**config.mk**
```make
export PLATFORM = sky130hd
export DESIGN_NAME = estacao_reserva_add
export DESIGN_NICKNAME = d
export VERILOG_FILES = /design/src/rtl/estacao_reserva_add_pkg.sv /design/src/rtl/estacao_reserva_add_ula_soma_sub.sv /design/src/rtl/estacao_reserva_add.sv
export SDC_FILE = /design/constraint.sdc
export NUM_CORES = 1
export LEC_CHECK = 0
export CAP_MARGIN = 5
export CORE_ASPECT_RATIO = 1.4
export CORE_MARGIN = 2
export CORE_UTILIZATION = 52
export CTS_CLUSTER_DIAMETER = 40
export DETAILED_ROUTE_END_ITERATION = 6
export HOLD_SLACK_MARGIN = 0.12
export PLACE_DENSITY_LB_ADDON = 0.15
export SLEW_MARGIN = 25
export SYNTH_ARGS = -nofsm -noshare
export SYNTH_HDL_FRONTEND = slang
export SYNTH_HIERARCHICAL = 1
export SYNTH_SLANG_ARGS = --single-unit
```
**constraint.sdc**
```tcl
create_clock -name Clock -period 3.6 [get_ports Clock]
set_clock_uncertainty 0.05 [all_clocks]
set_input_delay 0.54 -clock Clock [delete_from_list [all_inputs] [get_ports Clock]]
set_output_delay 0.54 -clock Clock [all_outputs]
set_load 0.02 [all_outputs]
```
**src/rtl/estacao_reserva_add_pkg.sv**
```systemverilog
// Shared definitions for the ADD/SUB reservation station:
// station tags, opcodes, empty-slot sentinels and FSM states.
package estacao_reserva_add_pkg;

    localparam logic [2:0] FREE_REGISTER     = 3'd0;
    localparam logic [2:0] RES_STATION_ADD1  = 3'd1;
    localparam logic [2:0] RES_STATION_ADD2  = 3'd2;
    localparam logic [2:0] RES_STATION_LOAD1 = 3'd3;
    localparam logic [2:0] RES_STATION_LOAD2 = 3'd4;

    localparam logic [2:0] ADD = 3'd2;
    localparam logic [2:0] SUB = 3'd3;
    localparam logic [2:0] LD  = 3'd4;
    localparam logic [2:0] ST  = 3'd5;

    localparam logic [15:0] Vj_Vk_sem_valor = 16'hFFF0;
    localparam logic [2:0]  Qj_Qk_sem_valor = 3'b000;

    typedef enum logic [1:0] {
        S_IDLE  = 2'd0,
        S_WAIT  = 2'd1,
        S_EXEC  = 2'd2,
        S_WRITE = 2'd3
    } estado_t;

    function automatic logic is_add_sub(input logic [2:0] op);
        return (op == ADD) || (op == SUB);
    endfunction

endpackage

```
**src/rtl/estacao_reserva_add_ula_soma_sub.sv**
```systemverilog
// Combinational 16-bit adder/subtractor; SUB gives a-b, anything else a+b.
// Ports: opcode (3), a/b operands (16), y result (16, modulo 2^16).
module ula_soma_sub
    import estacao_reserva_add_pkg::*;
(
    input  logic [2:0]  opcode,
    input  logic [15:0] a,
    input  logic [15:0] b,
    output logic [15:0] y
);

    always_comb begin
        y = (opcode == SUB) ? (a - b) : (a + b);
    end

endmodule

```
**src/rtl/estacao_reserva_add.sv**
```systemverilog
// ADD/SUB reservation station: captures operands/tags from dispatch,
// snoops the CDB, executes with fixed latency and requests the CDB.
// Ports: Clock/Reset, dispatch load (Enable_VQ, Opcode, Vj/Vk, Qj/Qk,
// R_target), CDB snoop (CDB_valid/tag/data), CDB_grant; outputs Busy,
// CDB_req, Res_tag, Res_data, Res_target.
module estacao_reserva_add
    import estacao_reserva_add_pkg::*;
#(
    parameter logic [2:0]  MY_TAG      = 3'd1,
    parameter int unsigned EXEC_CYCLES = 2
) (
    input  logic        Clock,
    input  logic        Reset,
    input  logic        Enable_VQ,
    input  logic [2:0]  Opcode,
    input  logic [15:0] Vj,
    input  logic [15:0] Vk,
    input  logic [2:0]  Qj,
    input  logic [2:0]  Qk,
    input  logic [3:0]  R_target,
    input  logic        CDB_valid,
    input  logic [2:0]  CDB_tag,
    input  logic [15:0] CDB_data,
    input  logic        CDB_grant,
    output logic        Busy,
    output logic        CDB_req,
    output logic [2:0]  Res_tag,
    output logic [15:0] Res_data,
    output logic [3:0]  Res_target
);

    localparam logic [3:0] CNT_INI = 4'(EXEC_CYCLES - 1);

    estado_t     state_q, state_d;
    logic [2:0]  op_q, op_d;
    logic [15:0] vj_q, vj_d;
    logic [15:0] vk_q, vk_d;
    logic [2:0]  qj_q, qj_d;
    logic [2:0]  qk_q, qk_d;
    logic [3:0]  rt_q, rt_d;
    logic [3:0]  cnt_q, cnt_d;
    logic [15:0] res_q, res_d;
    logic [15:0] alu_y;

    // A zero tag means "value present", so it can never match the CDB.
    function automatic logic cdb_hit(input logic [2:0] q);
        return CDB_valid && (q != Qj_Qk_sem_valor) && (CDB_tag == q);
    endfunction

    ula_soma_sub u_ula (
        .opcode (op_q),
        .a      (vj_q),
        .b      (vk_q),
        .y      (alu_y)
    );

    always_ff @(posedge Clock) begin
        if (Reset) begin
            state_q <= S_IDLE;
            op_q    <= 3'd0;
            vj_q    <= Vj_Vk_sem_valor;
            vk_q    <= Vj_Vk_sem_valor;
            qj_q    <= Qj_Qk_sem_valor;
            qk_q    <= Qj_Qk_sem_valor;
            rt_q    <= 4'd0;
            cnt_q   <= 4'd0;
            res_q   <= Vj_Vk_sem_valor;
        end else begin
            state_q <= state_d;
            op_q    <= op_d;
            vj_q    <= vj_d;
            vk_q    <= vk_d;
            qj_q    <= qj_d;
            qk_q    <= qk_d;
            rt_q    <= rt_d;
            cnt_q   <= cnt_d;
            res_q   <= res_d;
        end
    end

    always_comb begin
        state_d = state_q;
        op_d    = op_q;
        vj_d    = vj_q;
        vk_d    = vk_q;
        qj_d    = qj_q;
        qk_d    = qk_q;
        rt_d    = rt_q;
        cnt_d   = cnt_q;
        res_d   = res_q;
        unique case (state_q)
            S_IDLE: begin
                if (Enable_VQ && is_add_sub(Opcode)) begin
                    op_d = Opcode;
                    vj_d = Vj;
                    vk_d = Vk;
                    qj_d = Qj;
                    qk_d = Qk;
                    rt_d = R_target;
                    // Same-cycle CDB bypass on the incoming tags.
                    if (cdb_hit(Qj)) begin
                        vj_d = CDB_data;
                        qj_d = Qj_Qk_sem_valor;
                    end
                    if (cdb_hit(Qk)) begin
                        vk_d = CDB_data;
                        qk_d = Qj_Qk_sem_valor;
                    end
                    if (qj_d == Qj_Qk_sem_valor &&
                        qk_d == Qj_Qk_sem_valor) begin
                        state_d = S_EXEC;
                        cnt_d   = CNT_INI;
                    end else begin
                        state_d = S_WAIT;
                    end
                end
            end
            S_WAIT: begin
                if (cdb_hit(qj_q)) begin
                    vj_d = CDB_data;
                    qj_d = Qj_Qk_sem_valor;
                end
                if (cdb_hit(qk_q)) begin
                    vk_d = CDB_data;
                    qk_d = Qj_Qk_sem_valor;
                end
                if (qj_d == Qj_Qk_sem_valor &&
                    qk_d == Qj_Qk_sem_valor) begin
                    state_d = S_EXEC;
                    cnt_d   = CNT_INI;
                end
            end
            S_EXEC: begin
                if (cnt_q == 4'd0) begin
                    res_d   = alu_y;
                    state_d = S_WRITE;
                end else begin
                    cnt_d = cnt_q - 4'd1;
                end
            end
            S_WRITE: begin
                if (CDB_grant) begin
                    state_d = S_IDLE;
                end
            end
            default: state_d = S_IDLE;
        endcase
    end

    always_comb begin
        Busy       = (state_q != S_IDLE);
        CDB_req    = (state_q == S_WRITE);
        Res_tag    = CDB_req ? MY_TAG : FREE_REGISTER;
        Res_data   = res_q;
        Res_target = rt_q;
    end

endmodule

```
==> results.txt, run 1 <==
- Status: completed
- Data arrives at the worst endpoint at ~3.2 ns.
- Measured against its own limit, the worst slew margin works out to 45.0%.
* Crit path time final: about 3.0 ns
* Fin. Hold Viols: 0
- Ranking of synthesized cells by area: sky130_fd_sc_hd__dfxtp_1 30%, sky130_fd_sc_hd__mux2i_1 8.5%, sky130_fd_sc_hd__ha_1 6.2%, sky130_fd_sc_hd__nor2_1 5.7%, sky130_fd_sc_hd__xnor2_1 5.7%
- The clock passes through at most 2 buffers.
- Kind of end point of the critical path: flip-flop
- Post-synthesis area per instance: around 8.3 µm²
- Setup violations remaining at the end of the flow were counted as 0.
- Entering global routing, the biggest net connects between 60 and 70 pins.
- The worst setup path is of the flip-flop to flip-flop kind.
* Max-slew violation count: 0
* Launch point of the critical path: vk_q[0]
- Counting the buffers created by CTS gives 9.
- Among all flip-flop cells after synthesis, the most frequent one is sky130_fd_sc_hd__dfxtp_1.
- Following the worst setup path forward leads to its endpoint at Res_data[14].
* Period utilisation layout: 82.7%
* Cell type with the highest aggregate area in the netlist: sky130_fd_sc_hd__dfxtp_1
- Clk slew on worst S/H paths: approximately 0.050 ns
- CTS tree: built
- Detailed-route via count: approximately 4,000
* Width of the die: between 80 and 90 µm
- VDD IR max: 363 µV
* DRC violations left: 0
- Worst setup timing slack at the placement stage: 0.638 ns
- Clock latency reported for the late side of the worst-skew pair: about 0.33 ns
- Launching element type of the critical path: flip-flop
- Fraction of layout instances using a drive strength above 1: under 10%
- Rows: 40
- The number of antenna violations at the first check in global routing was 0.
* IO Pins: 94
- Sequential cells were found to cover 30.0% of the synthesized design area.
- Achievable clock frequency: between 300 and 400 MHz
- Data on the critical path is required at its endpoint by about 3.8 ns.
- Hold-fix buffers, CTS: 0
- The via count of the first global-routing pass came to around 4,000.
- At the pin with the least slew margin, the transition time is between 0.8 and 0.9 ns.
* Routed via count divided by cell count: 5.59
* Layout Area Growth over Synthesis: 27.2%
* Final weighted congestion in routability-driven placement: 0.886
- Worst setup slack for register-to-register paths: just over 0.6 ns
- Summing all placed instances gives a cell area of ~5400 µm².
- Counting every sink on the clock net gives 67.
- The count of buffers added on input and output ports is 91.
- The detail route stage leaves a number of antenna-violating nets equal to 0.
- The number of cells on the worst reg-to-reg path is 13.
- The tightest hold path in the finished design has a slack of just over 0.4 ns.
- Ant. Diodes: 0
- Summed over all layers, the routed wires come to around 11,000 µm.
- In the final routed layout, each cell accounts on average for between 10 and 15 µm.
* Mapped cell area: 4460 µm²
* Post-DP HPWL: 7950 µm
- Global-route usage over all layers: between 20% and 30%
- The endpoint identified for the worst register-to-register timing path is Res_data[14].
- After clock tree synthesis, the setup repair step added 0 buffers.
- Die Footprint: 9350 µm²
- For this configuration, the core starts out at a cell density of approximately 53%.
- Final WS setup: 0.624 ns
* Worst r2r src: vk_q[0]
* Post-route standard cell area excluding fillers: 5680 µm²
- HP Class: flip-flop to flip-flop
- Detailed-routing iteration count for the pre-antenna-repair pass: 4
- Combined flip-flop and latch cell area: roughly 1300 µm²
- Clock root cell: sky130_fd_sc_hd__clkbuf_16
- Summed over its instances, the top area cell type makes up 30.0% of the synthesized netlist area.
- Adding up every negative setup slack in the final design gives 0 ns.
- Height of the die: about 110 µm
* Net count reported at finish: about 710
* Number of inserted filler cells in the final layout: 752
- Number of flops mapped to enable cells by yosys: 0
* Post-synthesis async set-or-reset flop share: 0%
- Number of max-cap violations: 0
* Number of distinct library cell variants in the gate-level netlist after synthesis: 64
- Synthesis inferred 67 register bits.
- After the first detailed-routing iteration, the DRC count stood at about 160.
- Synthesis produced 535 cells.
- Total power divided by cell area: between 800 and 900 nW/µm²
- Highest net fanout along the worst path: 5
* Footprint of the multi-input gates: between 2000 and 3000 µm²
* Grt total ovfl: 0
- Once the clock tree was built, the resizer swapped 0 gates to a different size.
* Total number of yosys warnings: 6
* Global-route wire length before repair: 17,700 µm
- Static power due to leakage: 2.36 nW
- The H-tree was split into 3 levels.
- Core region area: 8460 µm²
* Unrepaired setup endpoints after global routing: no
how the worst min path moves through the flow:
stage                            from     endpoint  slack [ns]  cells past startpoint
final                     Res_data[1]  Res_data[1]        0.40                      2
after global routing      Res_data[1]  Res_data[1]        0.43                      2
after global placement    Res_data[1]  Res_data[1]        0.39                      2
after floorplan               op_q[1]      op_q[1]        0.39                      2
after detailed placement  Res_data[0]  Res_data[0]        0.40                      2
after CTS                 Res_data[0]  Res_data[0]        0.41                      2
sequential cells by signal, indices dropped and copies added (netlist names):
name / cells
Res_target: 4
Res_data: 16
op_q: 3
qj_q: 3
cnt_q: 4
qk_q: 3
vj_q: 16
state_q: 2
vk_q: 16
placed cells by master (no fill, tap or decap), types with 3 or more instances in the layout:
cell type                         count
sky130_fd_sc_hd__a32oi_1              6
sky130_fd_sc_hd__a31oi_1              6
sky130_fd_sc_hd__nor2_1              68
sky130_fd_sc_hd__nor3_1              14
sky130_fd_sc_hd__o21ai_0              8
sky130_fd_sc_hd__and3_1               5
sky130_fd_sc_hd__clkbuf_16            9
sky130_fd_sc_hd__a21o_1               6
sky130_fd_sc_hd__nor2b_1              6
sky130_fd_sc_hd__inv_1               20
sky130_fd_sc_hd__mux2_2               9
sky130_fd_sc_hd__o31ai_1              4
sky130_fd_sc_hd__nand4_1              5
sky130_fd_sc_hd__clkinv_2             3
sky130_fd_sc_hd__ha_1                22
sky130_fd_sc_hd__a211o_1             26
sky130_fd_sc_hd__xor2_1               5
sky130_fd_sc_hd__a21oi_1             33
sky130_fd_sc_hd__or2_2                3
sky130_fd_sc_hd__o2111ai_1            3
sky130_fd_sc_hd__dfxtp_1             67
sky130_fd_sc_hd__nand3b_1            13
sky130_fd_sc_hd__clkdlybuf4s50_1     90
sky130_fd_sc_hd__nand2_1             46
sky130_fd_sc_hd__nor3b_1              3
sky130_fd_sc_hd__mux2i_1             38
sky130_fd_sc_hd__nand3_1             10
sky130_fd_sc_hd__and2_1               3
sky130_fd_sc_hd__nand2b_1             5
sky130_fd_sc_hd__xnor2_1             29
sky130_fd_sc_hd__o21a_1               3
sky130_fd_sc_hd__buf_4                6
sky130_fd_sc_hd__or3_1                4
critical path: stages, from the launching register on:
cell	delay, ns
sky130_fd_sc_hd__dfxtp_1	0.39
sky130_fd_sc_hd__inv_1	0.06
sky130_fd_sc_hd__ha_1	0.22
sky130_fd_sc_hd__nor3b_1	0.14
sky130_fd_sc_hd__nor2_1	0.12
sky130_fd_sc_hd__xnor2_1	0.13
sky130_fd_sc_hd__ha_1	0.30
sky130_fd_sc_hd__a21o_1	0.19
sky130_fd_sc_hd__a221oi_1	0.53
sky130_fd_sc_hd__nand4b_1	0.21
sky130_fd_sc_hd__mux2_2	0.34
sky130_fd_sc_hd__o211ai_1	0.09
sky130_fd_sc_hd__nand2_1	0.07
sky130_fd_sc_hd__nand3b_1	0.07
cell families (layout without fill, tap and decap cells):
kind of cell | after synthesis | after routing | synth area share, %
mux | 47 | 47 | 10.8
flops | 67 | 67 | 30.0
simple gates | 196 | 196 | 21.7
other cells | 1 | 2 | 0.0840
xor+xnor | 34 | 34 | 6.67
buf+inv | 50 | 130 | 5.27
fa+ha+maj | 23 | 23 | 6.61
compound gates | 117 | 117 | 18.9
stage by stage:
step	utilization, %	total power, mW	std cells
6_report	67.2	4.57	721
5_1_grt	67.2	4.93	721
4_1_cts	67.2	4.58	721
3_5_place_dp	64.0	3.77	707
3_3_place_gp	63.9	3.69	707
2_1_floorplan	-	3.13	536
Yosys cell counts, drive strengths merged (4+ instances only):
cell type  count
or2            4
dfxtp         67
nor2          68
o2111ai        4
a21oi         35
buf           14
inv           20
clkbuf        15
mux2           9
a21o           7
xnor2         29
xor2           5
and2           4
nand2         46
and3           5
nor3          14
a211o         26
a32oi          6
o21ai          8
nor2b          6
nand2b         5
or3            4
nand3         10
ha            22
a31oi          6
o31ai          4
nand4          5
mux2i         38
nand3b        13
per-layer routing:
layer / routed length (µm) / GRT usage, %
met3: 405 / 4.43
met1: 4680 / 29.9
met4: 233 / 10.0
met2: 5210 / 39.6
met5: 0 / 0
area by class of cell:
class                      instances  area share [%]
inverter                          20            1.32
multi-input combinational        419            51.4
tap                              105            2.31
timing repair buffer              96            16.7
clock inverter                     3           0.264
clock buffer                      11            4.45
sequential                        67            23.6
power breakdown:
group	internal [mW]	switching, mW
registers	0.950	0.163
clock network	0.491	0.304
logic	1.20	1.46
total	2.64	1.92
Power figures use the tool's default switching activity.
==> run 2, diff against run 1 <==
--- a/config.mk
+++ b/config.mk
@@ -8,7 +8,7 @@
 export CAP_MARGIN = 5
 export CORE_ASPECT_RATIO = 1.4
 export CORE_MARGIN = 2
-export CORE_UTILIZATION = 52
+export CORE_UTILIZATION = 47
 export CTS_CLUSTER_DIAMETER = 40
 export DETAILED_ROUTE_END_ITERATION = 6
 export HOLD_SLACK_MARGIN = 0.12
==> constraint.sdc (replaced) <==
create_clock -name Clock -period 2.52 [get_ports Clock]
set_clock_uncertainty 0.05 [all_clocks]
set_input_delay 0.378 -clock Clock [delete_from_list [all_inputs] [get_ports Clock]]
set_output_delay 0.378 -clock Clock [all_outputs]
set_load 0.02 [all_outputs]
==> run 2 against run 1 <==
  * The flow now finishes with violations (negative setup slack)
  * Critical endpoint is now Res_data[13]
  * First-iteration DRC count is 10% lower
  * Core utilization is 0.91 points higher
  * Largest power group unchanged
  * Via count is 7.0% higher
==> results.txt, run 2 (synthesized netlist as in run 1, its figures left out) <==
* Global-route usage over all layers: 23.3%
- Clock tree synthesis inserted a total of 9 buffers.
* Most frequent cells in the layout: 90 x sky130_fd_sc_hd__clkdlybuf4s50_1, 64 x sky130_fd_sc_hd__dfxtp_1, 63 x sky130_fd_sc_hd__nor2_1
- IO Pins: 94
* Initial Util: a little under half
- Detailed-route via count: roughly 4,300
- The first detailed-routing pass ran for 4 iterations.
- Crit path time final: about 2.7 ns
- Count of cell instances traversed by the critical path: 12
- Routed wire length: about 12,000 µm
* Width of the die: 86.4 µm
- Fraction of layout instances using a drive strength above 1: 20.0%
- Worst path buffer plus inverter count: 0
* Worst setup timing slack at the placement stage: -0.160 ns
- Counting instances, the worst hold path has a depth of 2.
* Clock latency reported for the late side of the worst-skew pair: about 0.33 ns
* Highest net fanout along the worst path: 6
- The floorplan has 42 rows.
* Cell depth of the worst flop-to-flop path: 12
- The clock network burns around 16% of the power.
- Fin. Hold Viols: 0
* Clk slew on worst S/H paths: roughly 0.05 ns
- Proportion of power drawn by combinational gates: between 60% and 70%
* Ant. Diodes: 0
- Data required time at the worst endpoint: 2.74 ns
- Final WS setup: -0.143 ns
* Switching fraction of total power: between 40% and 50%
* Cell family contributing the most delay on the critical path: compound AO/OA/AOI/OAI gates
- Finished Core Util: 68.1%
- Final number of setup-violating endpoints: 5
* Routed via count divided by cell count: about 5.5
* Violated checks: negative setup slack
* Via count of the first global-routing pass: approximately 4,300
- Post-DP HPWL: 8780 µm
* Routed WL per cell: between 10 and 15 µm
* DRC violations left: 0
- Max-slew violation count: 0
- Transition time at the pin with the least slew margin: roughly 0.67 ns
- Hold-fix buffers, CTS: 0
* Core region area: 9350 µm²
* Worst path arrival time: 2.88 ns
- Height of the die: between 100 and 150 µm
* Cell repeated most along the worst path: sky130_fd_sc_hd__nand2_1
- Proportion of power drawn by flip-flops and latches: 20.6%
* Crit path max-delay cell type: sky130_fd_sc_hd__o31a_1
- The analysis attributes to net switching a power of just over 3 mW.
- HP Class: flip-flop to flip-flop
- The worst pin sits at a relative slew slack of 55.3%.
- Hold Startpoint: Res_data[0]
- After global routing the overflow that remains totals 0.
- Setup slack on the worst reg-to-reg path comes out at -0.14 ns.
- Leaving out fill and tap cells, the most frequent cell in the layout is sky130_fd_sc_hd__clkdlybuf4s50_1.
- TritonCTS built the clock tree.
* Final Total Pwr: about 7.7 mW
- The number of antenna violations at the first check in global routing was 0.
- Entering global routing, the biggest net connects 37 pins.
* Static power due to leakage: 2.73 nW
- The worst path uses 106% of the clock period.
* Internal Pwr Total: about 4.6 mW
- Static timing analysis puts the maximum clock frequency at between 300 and 400 MHz.
- VDD IR max: around 570 µV
- At the end of routability-driven placement, the weighted congestion stood at 0.888.
* Capturing point of the worst reg2reg path: Res_data[13]
* Layout Area Growth over Synthesis: 42.6%
- Remaining number of nets flagged by the antenna check after routing: 0
- Hold EP: Res_data[0]
- Counting every sink on the clock net gives 67.
- At the end of the flow, the number of nets in the layout was 767.
* Kind of end point of the critical path: flip-flop
* Total power divided by cell area: about 1200 nW/µm²
* Buffers on Ports: between 90 and 100
- Walking the worst path, the cells encountered are nand2_1 -> nor2_4 -> nor2_1 -> xnor2_1 -> ha_1 -> o211ai_1 -> a21oi_1 -> o31a_1 -> or2_0 -> a311oi_1 -> nand2_1 -> nand3b_1.
* Htree depth: 3
* Clock root cell: sky130_fd_sc_hd__clkbuf_16
* Status: finished, violations left
* Number of max-cap violations: 0
* Number of buffers on the longest clock path: 2
- Unrepaired setup endpoints after global routing: yes
- Worst setup path category: flip-flop to flip-flop
- Die Footprint: 10,300 µm²
- The largest single stage delay on the critical path is 0.37 ns.
* DR iter-0 viols: around 140
- Launching element type of the critical path: flip-flop
- In this run the critical register-to-register path is launched from op_q[0].
* Global-route wire length before repair: just under 20,000 µm
## run 2: cell count changes in the layout (fill, tap and decap cells not counted), moves of 4 or more
cell,delta
sky130_fd_sc_hd__nor3_1,-4
sky130_fd_sc_hd__nor2_1,-5
sky130_fd_sc_hd__buf_12,+5
sky130_fd_sc_hd__a21oi_2,+4
sky130_fd_sc_hd__buf_4,+56
sky130_fd_sc_hd__nor3_2,+4
sky130_fd_sc_hd__a21oi_1,-4
## run 2: layout make-up
class                      count  area [µm²]
multi-input combinational    419        3050
fill                         810        2990
timing repair buffer         158        1470
sequential                    67        1350
clock buffer                  10         239
tap                          110         138
inverter                      20        75.1
clock inverter                 5        53.8
## run 2: worst register-to-register path: cells and delay by family (launching register included)
kind	cells	cell delay (ns)
AOI/OAI and AO/OA	4	1.03
and+or+nand+nor	6	0.77
adders and majority gates	1	0.31
xor gates and xnor gates	1	0.13
DFF	1	0.33
## run 2: power groups by stage
stage / sequential [mW] / clock (mW) / combinational [mW]
after floorplan: 1.66 / 0 / 2.85
after global placement: 1.58 / 0 / 4.55
after detailed placement: 1.59 / 0 / 4.62
after CTS: 1.57 / 1.25 / 4.76
after global routing: 1.62 / 1.29 / 5.34
final: 1.58 / 1.23 / 4.87
## run 2: worst max path at each step
stage / endpoint / slack [ns] / startpoint
finish: Res_data[13] / -0.14 / op_q[0]
global route: Res_data[14] / -0.29 / vk_q[1]
CTS: Res_data[13] / -0.13 / vk_q[1]
detailed placement: Res_data[14] / -0.16 / vk_q[0]
global placement: Res_data[14] / -0.16 / vk_q[0]
floorplan: Res_data[14] / -0.08 / vk_q[10]
## run 2: per-layer routing
metal	routed length (µm)	global-route usage, %
met3	475	3.67
met4	278	10.4
met5	0	0
met2	5700	39.7
met1	5130	28.5
## run 2: through the flow
step / TNS, ns / cells / area (µm²) / hold slack (ns)
global route: -1.81 / 789 / 6370 / 0.435
CTS: -0.541 / 786 / 6290 / 0.409
finish: -0.436 / 789 / 6370 / 0.409
floorplan: -0.129 / 536 / 4490 / 0.390
global placement: -0.583 / 769 / 5920 / 0.396
detailed placement: -0.852 / 769 / 5920 / 0.401
## run 2: repair_timing
item / in CTS / in global routing
cloned: 0 / 0
pin swaps: 10 / 13
buffers inserted: 2 / 3
setup endpoints to repair: 8 / 9
resized for setup: 18 / 13
==> run 3, diff against run 2 <==
--- a/config.mk
+++ b/config.mk
@@ -8,7 +8,7 @@
 export CAP_MARGIN = 5
 export CORE_ASPECT_RATIO = 1.4
 export CORE_MARGIN = 2
-export CORE_UTILIZATION = 47
+export CORE_UTILIZATION = 35
 export CTS_CLUSTER_DIAMETER = 40
 export DETAILED_ROUTE_END_ITERATION = 6
 export HOLD_SLACK_MARGIN = 0.12
==> run 3 against run 2 <==
  * Die area up 33%
  * First-iteration DRC count unchanged
  * Clock-buffer cell count increased by 2
  * Global-route usage fell by 6.0 points
  * The run still ends with negative setup slack left
  * Worst setup slack gained 0.019 ns
  * Via count down 0.88%
  * Sequential power is essentially flat
  * Fmax increased by 0.72%
  * Cell area grew 2.5%
  * Wire length up 1.6%
  * Clock power increased by 4%
  * Largest power group unchanged
==> results.txt, run 3 (synthesized netlist as in run 1, its figures left out) <==
- The congestion estimate from routability-driven global placement came to 0.871.
- Of the total power, the share spent switching nets is 40.1%.
- After the first detailed-routing iteration, the DRC count stood at 142.
- Once the floorplan was initialized, standard cells occupied a little over a third of the core.
- The H-tree was split into 3 levels.
- The worst-case IR drop observed on VDD is around 470 µV.
* Worst setup path category: flip-flop to flip-flop
* Routed wire length: 11,800 µm
- Via count of the first global-routing pass: ~4,200
* Ant. Diodes: 0
- Rows: between 40 and 50
- Clock network fraction of total power: between 10% and 20%
- Across the run, the number of max-cap violations was 0.
- Setup repair after global routing could not meet its margin everywhere.
- In the routed design, unresolved DRC markers number 0.
* Number of buffers created by CTS: 9
- The floorplan step set the die height to approximately 140 µm.
- The number of antenna violations at the first check in global routing was 0.
* Worst rel slew slack: 62.0%
- Data on the critical path arrives at its endpoint at roughly 2.9 ns.
- Data required time at the worst endpoint: between 2 and 3 ns
- Layout Area Growth over Synthesis: 46.2%
* Detailed-routing iteration count for the pre-antenna-repair pass: 4
- The internal portion of the total power is roughly 4.7 mW.
* Worst r2r src: vk_q[1]
- Worst setup slack for register-to-register paths: -0.12 ns
- After floorplanning, the core was sized to cover 12,400 µm².
- The first global-routing pass estimated around 19,000 µm of wire.
- In this run the power density over the cells is 1210 nW/µm².
* Number of buffers on the longest clock path: 2
- Hold is met by approximately 0.28 ns.
- Clk slew on worst S/H paths: 0.06 ns
- After legalization and detailed placement, the total HPWL measured around 9000 µm.
- Clock root cell: sky130_fd_sc_hd__clkbuf_16
* Final WS setup: -0.124 ns
* Global-route usage over all layers: ~17%
* Commonest non-fill, non-tap cell in the layout: sky130_fd_sc_hd__clkdlybuf4s50_1
- In this run the critical register-to-register path is captured at Res_data[14].
- Launching element type of the critical path: flip-flop
- Remaining number of nets flagged by the antenna check after routing: 0
* CTS tree: built
* Highest net fanout along the worst path: 5
- Launch point of the critical path: vk_q[1]
- between 90 and 100 I/O pins were placed.
* Fin. Hold Viols: 0
- Violated checks: negative setup slack
- The die covers 13,700 µm².
- Input and output buffers added on the ports amount to a little over 90.
* Setup TNS: -0.348 ns
* Routed via count divided by cell count: slightly above 5
- Max-slew violation count: 0
* Achievable clock frequency: around 380 MHz
- End point of the critical path: Res_data[14]
* Largest net degree at the start of global routing: 33
- In this run the worst hold path is classified as input port to flip-flop.
* Fraction of layout instances using a drive strength above 1: 21.8%
- Sequential cells account for 20.1% of the total power.
* Width of the die: 99.5 µm
* Routed WL per cell: approximately 14 µm
- For this run, the post-layout net count is 770.
* Grt total ovfl: 0
- Static power due to leakage: 2.77 nW
- Hold-fix buffers, CTS: 0
- The worst path uses 105% of the clock period.
- Final number of setup-violating endpoints: 5
- The number of cells on the worst reg-to-reg path is 13.
* Detailed-route via count: 4,274
- For this design the total switching power over the nets is 3.16 mW.
* Status: finished, violations left
- STA classifies the critical path endpoint as a flip-flop.
- For this design, the sink count on the clock tree is 67.
- For the pin with the worst max-slew slack, the measured transition is roughly 0.57 ns.
- For the finished layout, the period the worst path requires is approximately 2.6 ns.
* Proportion of power drawn by combinational gates: a little under two thirds
* Most frequent cells in the layout: 90 x sky130_fd_sc_hd__clkdlybuf4s50_1, 65 x sky130_fd_sc_hd__buf_4, 64 x sky130_fd_sc_hd__nor2_1
- Clock latency reported for the late side of the worst-skew pair: 0.33 ns
## run 3: area by class of cell
| cell class | instances | area (µm²) |
|---|---|---|
| Fill cell | 1153 | 5850 |
| Multi-Input combinational cell | 419 | 3110 |
| Timing Repair Buffer | 161 | 1490 |
| Sequential cell | 67 | 1350 |
| Clock buffer | 12 | 267 |
| Tap cell | 150 | 188 |
| Inverter | 20 | 77.6 |
| Clock inverter | 4 | 47.5 |
## run 3: power groups by stage
stage,sequential [mW],combinational [mW],clock (mW)
final,1.58,5.00,1.28
after global placement,1.58,4.50,0
after global routing,1.62,5.52,1.36
after detailed placement,1.59,4.57,0
after CTS,1.57,4.73,1.32
after floorplan,1.66,2.85,0
## run 3: critical path, cell delays in order (launching register included)
cell                       delay, ns
sky130_fd_sc_hd__dfxtp_4        0.38
sky130_fd_sc_hd__inv_4          0.04
sky130_fd_sc_hd__ha_4           0.16
sky130_fd_sc_hd__nor3b_4        0.14
sky130_fd_sc_hd__nor2_1         0.11
sky130_fd_sc_hd__xnor2_1        0.13
sky130_fd_sc_hd__ha_1           0.30
sky130_fd_sc_hd__a21o_1         0.22
sky130_fd_sc_hd__a221oi_4       0.34
sky130_fd_sc_hd__nand4b_1       0.19
sky130_fd_sc_hd__mux2_4         0.30
sky130_fd_sc_hd__o211ai_1       0.09
sky130_fd_sc_hd__nand2_1        0.07
sky130_fd_sc_hd__nand3b_1       0.07
## run 3: per-stage QoR
step                      std cells  util [%]  setup WS [ns]  power (mW)  area, µm²
final                           833      52.8         -0.124        7.87       6530
after global routing            833      52.8         -0.276        8.51       6530
after CTS                       823      51.3         -0.133        7.62       6340
after detailed placement        804      47.8         -0.241        6.16       5920
after global placement          804      47.8         -0.170        6.09       5920
after floorplan                 536         -        -0.0781        4.50       4490
## run 3: worst min path at each step
stage	endpoint	cells after the start	slack, ns	from
after CTS	state_q[0]	2	0.28	Reset
final	state_q[0]	2	0.28	Reset
after detailed placement	Res_data[3]	2	0.40	Res_data[3]
after global placement	Res_data[0]	2	0.39	Res_data[0]
after global routing	state_q[0]	2	0.29	Reset
after floorplan	vj_q[12]	1	0.39	vj_q[12]
## run 3: per-layer routing
metal	up-vias	track usage [%]	wire length, µm
met2	86	29.7	5800
met1	1975	21.7	5320
met4	0	7.08	237
met3	18	2.84	421
met5	-	0	0
li1	2195	-	-
## run 3: what timing repair did
action | CTS | global route
hold endpoints to repair | 0 | 0
resized for setup | 22 | 29
pin swaps | 13 | 21
setup endpoints to repair | 6 | 9
setup buffers | 3 | 10
